[src/rtl/hack_mem_pkg.sv]
`default_nettype none
// ============================================================================
//  Module   : hack_mem_pkg
//  Purpose  : Shared Hack data-memory definitions: bus widths, memory map
//             constants and the read-owner encoding used by the RAM arbiter.
//  Revision : 1.0  initial release
// ============================================================================
package hack_mem_pkg;

    // Default bus widths for the 32K-word Hack data space
    localparam int DEF_ADDR_WIDTH = 15;
    localparam int DEF_DATA_WIDTH = 16;

    // Memory map: RAM16K below SCREEN_BASE, screen buffer, then keyboard
    localparam logic [DEF_ADDR_WIDTH-1:0] SCREEN_BASE = 15'h4000;
    localparam logic [DEF_ADDR_WIDTH-1:0] KBD_ADDR    = 15'h6000;

    // Who owns the read data returning from the RAM this cycle
    typedef enum logic [1:0] {
        REQ_NONE = 2'd0,
        REQ_CPU  = 2'd1,
        REQ_VID  = 2'd2
    } req_owner_e;

    // Width needed to count 0..max_wait inclusive
    function automatic int starve_width(input int max_wait);
        return (max_wait < 1) ? 1 : $clog2(max_wait + 1);
    endfunction

endpackage
`default_nettype wire

[src/rtl/dff.sv]
`default_nettype none
// ============================================================================
//  Module   : dff
//  Purpose  : Generic D flip-flop cell with synchronous active-low clear.
//  Revision : 1.0  initial release
// ============================================================================
module dff #(
    parameter int WIDTH = 1
) (
    input  logic             clk,
    input  logic             rst_n,
    input  logic [WIDTH-1:0] i_d,
    output logic [WIDTH-1:0] o_q
);

    logic [WIDTH-1:0] r_q;

    // Capture input each cycle; clear has priority over new data
    always_ff @(posedge clk) begin
        if (!rst_n) begin
            r_q <= '0;
        end else begin
            r_q <= i_d;
        end
    end

    assign o_q = r_q;

endmodule
`default_nettype wire

[src/rtl/hack_rd_tracker.sv]
`default_nettype none
// ============================================================================
//  Module   : hack_rd_tracker
//  Purpose  : Remembers which requester issued last cycle's RAM read and
//             steers the returning RAM data to that requester only.
//  Revision : 1.0  initial release
// ============================================================================
module hack_rd_tracker
    import hack_mem_pkg::*;
#(
    parameter int DATA_WIDTH = DEF_DATA_WIDTH
) (
    input  logic                  clk,
    input  logic                  rst_n,
    input  logic                  i_cpu_rd_issue,
    input  logic                  i_vid_rd_issue,
    input  logic [DATA_WIDTH-1:0] i_mem_rdata,
    output logic                  o_cpu_rvalid,
    output logic [DATA_WIDTH-1:0] o_cpu_rdata,
    output logic                  o_vid_rvalid,
    output logic [DATA_WIDTH-1:0] o_vid_rdata
);

    logic       r_cpu_own;
    logic       r_vid_own;
    req_owner_e w_owner;

    // One flag per requester; a reset at the issuing edge drops the read
    dff #(.WIDTH(1)) u_cpu_own (
        .clk   (clk),
        .rst_n (rst_n),
        .i_d   (i_cpu_rd_issue),
        .o_q   (r_cpu_own)
    );

    dff #(.WIDTH(1)) u_vid_own (
        .clk   (clk),
        .rst_n (rst_n),
        .i_d   (i_vid_rd_issue),
        .o_q   (r_vid_own)
    );

    // Decode the flags into a single owner (grants are exclusive upstream)
    always_comb begin
        w_owner = REQ_NONE;
        if (r_cpu_own) begin
            w_owner = REQ_CPU;
        end else if (r_vid_own) begin
            w_owner = REQ_VID;
        end
    end

    // Route RAM data to the owner; the other side sees zero
    always_comb begin
        o_cpu_rvalid = 1'b0;
        o_cpu_rdata  = '0;
        o_vid_rvalid = 1'b0;
        o_vid_rdata  = '0;
        case (w_owner)
            REQ_CPU: begin
                o_cpu_rvalid = 1'b1;
                o_cpu_rdata  = i_mem_rdata;
            end
            REQ_VID: begin
                o_vid_rvalid = 1'b1;
                o_vid_rdata  = i_mem_rdata;
            end
            default: ;
        endcase
    end

endmodule
`default_nettype wire

[src/rtl/hack_ram_arbiter.sv]
`default_nettype none
// ============================================================================
//  Module   : hack_ram_arbiter
//  Purpose  : Shares the single-port Hack data RAM between the CPU data port
//             and the video scanout reader. Video wins by default; a
//             starvation counter hands the CPU a slot after MAX_WAIT losses.
//  Revision : 1.0  initial release
// ============================================================================
module hack_ram_arbiter
    import hack_mem_pkg::*;
#(
    parameter int ADDR_WIDTH = DEF_ADDR_WIDTH,
    parameter int DATA_WIDTH = DEF_DATA_WIDTH,
    parameter int MAX_WAIT   = 4
) (
    input  logic                  clock,
    input  logic                  reset_n,
    input  logic                  cpu_req,
    input  logic                  cpu_we,
    input  logic [ADDR_WIDTH-1:0] cpu_addr,
    input  logic [DATA_WIDTH-1:0] cpu_wdata,
    output logic                  cpu_gnt,
    output logic                  cpu_rvalid,
    output logic [DATA_WIDTH-1:0] cpu_rdata,
    input  logic                  vid_req,
    input  logic [ADDR_WIDTH-1:0] vid_addr,
    output logic                  vid_gnt,
    output logic                  vid_rvalid,
    output logic [DATA_WIDTH-1:0] vid_rdata,
    output logic                  mem_en,
    output logic                  mem_we,
    output logic [ADDR_WIDTH-1:0] mem_addr,
    output logic [DATA_WIDTH-1:0] mem_wdata,
    input  logic [DATA_WIDTH-1:0] mem_rdata
);

    localparam int                    c_STARVE_W  = starve_width(MAX_WAIT);
    localparam logic [c_STARVE_W-1:0] c_STARVE_MAX = c_STARVE_W'(MAX_WAIT);
    localparam logic [c_STARVE_W-1:0] c_STARVE_ONE = c_STARVE_W'(1);

    logic [c_STARVE_W-1:0] r_starve_cnt;
    logic [c_STARVE_W-1:0] w_starve_nxt;
    logic                  w_cpu_win;
    logic                  w_cpu_gnt;
    logic                  w_vid_gnt;
    logic                  w_any_gnt;

    // Arbitration: video first unless the CPU has waited MAX_WAIT cycles;
    // reset blocks every grant so no RAM access leaks out during reset
    always_comb begin
        w_cpu_win = cpu_req && (!vid_req || (r_starve_cnt == c_STARVE_MAX));
        w_cpu_gnt = reset_n && w_cpu_win;
        w_vid_gnt = reset_n && vid_req && !w_cpu_win;
        w_any_gnt = w_cpu_gnt || w_vid_gnt;
    end

    // Count consecutive lost CPU cycles, saturating; any win or idle clears
    always_comb begin
        w_starve_nxt = '0;
        if (cpu_req && !w_cpu_gnt) begin
            w_starve_nxt = (r_starve_cnt == c_STARVE_MAX) ? c_STARVE_MAX
                                                          : r_starve_cnt + c_STARVE_ONE;
        end
    end

    // Starvation counter register
    always_ff @(posedge clock) begin
        if (!reset_n) begin
            r_starve_cnt <= '0;
        end else begin
            r_starve_cnt <= w_starve_nxt;
        end
    end

    // Drive the RAM from whichever requester won; idle bus is all-zero
    always_comb begin
        mem_en    = w_any_gnt;
        mem_we    = w_cpu_gnt && cpu_we;
        mem_addr  = '0;
        mem_wdata = '0;
        if (w_cpu_gnt) begin
            mem_addr = cpu_addr;
        end else if (w_vid_gnt) begin
            mem_addr = vid_addr;
        end
        if (w_any_gnt) begin
            mem_wdata = cpu_wdata;
        end
    end

    assign cpu_gnt = w_cpu_gnt;
    assign vid_gnt = w_vid_gnt;

    hack_rd_tracker #(
        .DATA_WIDTH (DATA_WIDTH)
    ) u_rd_tracker (
        .clk            (clock),
        .rst_n          (reset_n),
        .i_cpu_rd_issue (w_cpu_gnt && !cpu_we),
        .i_vid_rd_issue (w_vid_gnt),
        .i_mem_rdata    (mem_rdata),
        .o_cpu_rvalid   (cpu_rvalid),
        .o_cpu_rdata    (cpu_rdata),
        .o_vid_rvalid   (vid_rvalid),
        .o_vid_rdata    (vid_rdata)
    );

endmodule
`default_nettype wire

[config.mk]
export PLATFORM = sky130hd
export DESIGN_NAME = hack_ram_arbiter
export DESIGN_NICKNAME = d
export VERILOG_FILES = /design/src/rtl/hack_mem_pkg.sv /design/src/rtl/dff.sv /design/src/rtl/hack_rd_tracker.sv /design/src/rtl/hack_ram_arbiter.sv
export SDC_FILE = /design/constraint.sdc
export NUM_CORES = 1
export LEC_CHECK = 0
export ABC_AREA = 1
export CAP_MARGIN = 25
export CORE_UTILIZATION = 26
export CTS_BUF_LIST = sky130_fd_sc_hd__clkbuf_2 sky130_fd_sc_hd__clkbuf_4 sky130_fd_sc_hd__clkbuf_8
export DETAILED_ROUTE_END_ITERATION = 16
export PLACE_DENSITY = 0.82
export SLEW_MARGIN = 20
export SYNTH_ARGS = -nofsm -noshare
export SYNTH_HDL_FRONTEND = slang
export SYNTH_SLANG_ARGS = --single-unit
[constraint.sdc]
create_clock -name clock -period 1.6 [get_ports clock]
set_input_delay 0.48 -clock clock [delete_from_list [all_inputs] [get_ports clock]]
set_output_delay 0.48 -clock clock [all_outputs]
set_load 0.02 [all_outputs]
==> flow_summary.ini <==
[worst_setup_path]
crit_type = reg2out
worstSetupStartpointType = register
arrival_ns = 1.34
path_cells = inv_2 > ha_4 > nand2_4 > nand2_8 > clkbuf_16 > nand3_2 > nand2_2 > buf_6
worst_ep_required_time_ns = 1.12
slowest_delay_ns = 0.32
path_max_fanout = 7
crit_path_top_delay_cell = dfxtp_2
worstSetupEndpointType = output port

[placement]
hpwl_mm = 3.40
pre_cts_ws_ns = -1.05
place_congestion = 0.672
placed_cells = 373
portBuffers = 135

[synthesis]
yosysWarnings = 0
ys_seq_area_frac = 0.0951
synth_nets = 258
syn_area_sq_mm = 0.00105
synth_top_area_frac = 0.207
netlist_top_cells_area = inv_1 21%, nand3_1 14%, nand2_1 13%, nor2_4 11%, dfxtp_1 9.5%
synth_cell_types = 18
synthesis.instances = 189
syn_area_per_cell_sq_um = 5.57
yosys.area.top_type = inv_1
ys_seq_elements = 5

[clock_network]
htree_levels = 1
cts_made_buffers = 3
clkTransAtPathRegs_ns = 0.04
clk_latency_ns = 0.22
cts_tree = built
cts_hold_buf = 0
clockRootBuffer = clkbuf_8
cts.sinks = 5
clockBufferDepth = 2

[power]
ir_drop_v = 0.000204
leakagePower_nw = 1.62
p_per_area_mw_per_mm2 = 378
power.total_w = 0.00112

[timing]
holdWs_ns = 0.565
setup_viol = 41
timing.final.crit_share = 1.14
max_freq_mhz = 550
hold_viol_final = 0
finClkSkew_ns = 0.00124
slew_viol_final = 0
grt_setup_unrepaired = true
worst_pin_slew_ns = 0.213
fin_ws_ns = -0.220
relSlewSlack = 0.859
min_period_ns = 1.82

[run_status]
violations = setup timing
status = complete, but fails checks

[die]
start_util = 0.279
die_h_um = 65.6
dieWidth_um = 65.6
coreArea_sq_mm = 0.00377
rows = 22
die-area_sq_mm = 0.00431
pin_count = 136

[job]
drv_cap = 0

[detailed_routing]
drt-vias-per-instance = 4.31
drt_iter0_markers = 18
drcViolationCount = 0
routed_wl_mm = 5.04
routed-wl-met2_mm = 2.90
postRouteAntennaNets = 0
top_layer = met4
wl_met3_um = 437
drtPass1Iterations = 4
wl_per_cell_um = 12.9
wl_met1_mm = 1.61
num_vias = 1682

[grt]
antenna_found_initial = 0
grt_pass1_wl_mm = 7.03
grt_pass1_vias = 1520
grt_start_max_net_pins = 18
grt_overflow = 0
track_usage = 0.212

[hold_path]
hold_path.class = in2reg

[final_layout]
nNetsFinal = 412
regArea_sq_um = 108
n_fill_cell = 276
drive_gt1_frac = 0.550
finalNonFillerCells = 390
diodes = 0
area_delta_synth_final_pct = 182
multiInputGateArea_sq_um = 860
through the flow:
| step | cell area (sq um) | TNS, ns | utilization |
|---|---|---|---|
| 2_1_floorplan | 1050 | 0 | - |
| 3_3_place_gp | 2520 | -50.79 | 0.668 |
| 3_5_place_dp | 2520 | -52.06 | 0.668 |
| 4_1_cts | 2770 | -4.64 | 0.734 |
| 5_1_grt | 2970 | -7.13 | 0.787 |
| 6_report | 2970 | -5.38 | 0.787 |
cells by family after synthesis:
group	after synthesis	share of synthesized area
and+or+nand+nor	111	0.561
buffers and inverters	71	0.320
DFF	5	0.0951
adders and majority gates	2	0.0238
flip-flops by register name (all words and copies together), names as in the netlist:
register                    cells
u_rd_tracker.u_vid_own.o_q      1
u_rd_tracker.u_cpu_own.o_q      1
r_starve_cnt                    3
power breakdown:
part	switching [W]	total, W	internal, W
clock network	0.0000680	0.000256	0.000188
registers	0.00000250	0.000131	0.000128
logic	0.000345	0.000734	0.000389
total	0.000416	0.00112	0.000705
per-layer routing:
metal / vias up / GRT usage
li1: 837 / -
met1: 746 / 0.196
met2: 89 / 0.424
met3: 10 / 0.0538
met4: 0 / 0.0951
met5: - / 0
cell usage in the layout (no fill, tap or decap), drive strengths merged:
cell and count:
clkdlybuf4s50 35, nand2 40, nor2 39, clkbuf 5, dfxtp 5, dlygate4sd2 29, inv 62, clkdlybuf4s15 4
clkinv 1, nand3 32, dlymetal6s2s 1, buf 87, ha 2
Yosys cell counts:
library cell,count
buf_12,1
buf_2,1
buf_6,6
clkbuf_1,1
dfxtp_1,5
ha_1,2
inv_1,58
inv_2,2
inv_4,1
inv_6,1
nand2_1,37
nand2_2,3
nand3_1,30
nand3_2,2
nor2_1,18
nor2_2,10
nor2_4,10
nor2_8,1
path summary, 6_finish.rpt:
check / from / end / slack, ns / cells after the start
max reg2reg: r_starve_cnt[1] / u_rd_tracker.u_cpu_own.o_q / 0.42 / 8
max: r_starve_cnt[1] / mem_addr[3] / -0.22 / 8
min reg2reg: r_starve_cnt[2] / r_starve_cnt[2] / 0.57 / 4
min: cpu_we / u_rd_tracker.u_cpu_own.o_q / 0.57 / 2
timing repair:
action,CTS,global route
pin swaps,17,23
setup endpoints to repair,69,51
cloned,1,2
resized for setup,439,63
buffers inserted,5,5
critical path: cells and delay by family (launching register included):
kind          cells  cell delay, ns
fa+ha+maj         1            0.16
buf+inv           3            0.33
flops             1            0.32
simple gates      4            0.30
area by class of cell:
cell class	count	area share
Clock buffer	4	0.0164
Inverter	62	0.0851
Multi-Input combinational cell	113	0.290
Sequential cell	5	0.0362
Tap cell	48	0.0202
Timing Repair Buffer	157	0.550
Timing Repair inverter	1	0.00211
No activity file was read; power rests on OpenSTA's default activity.
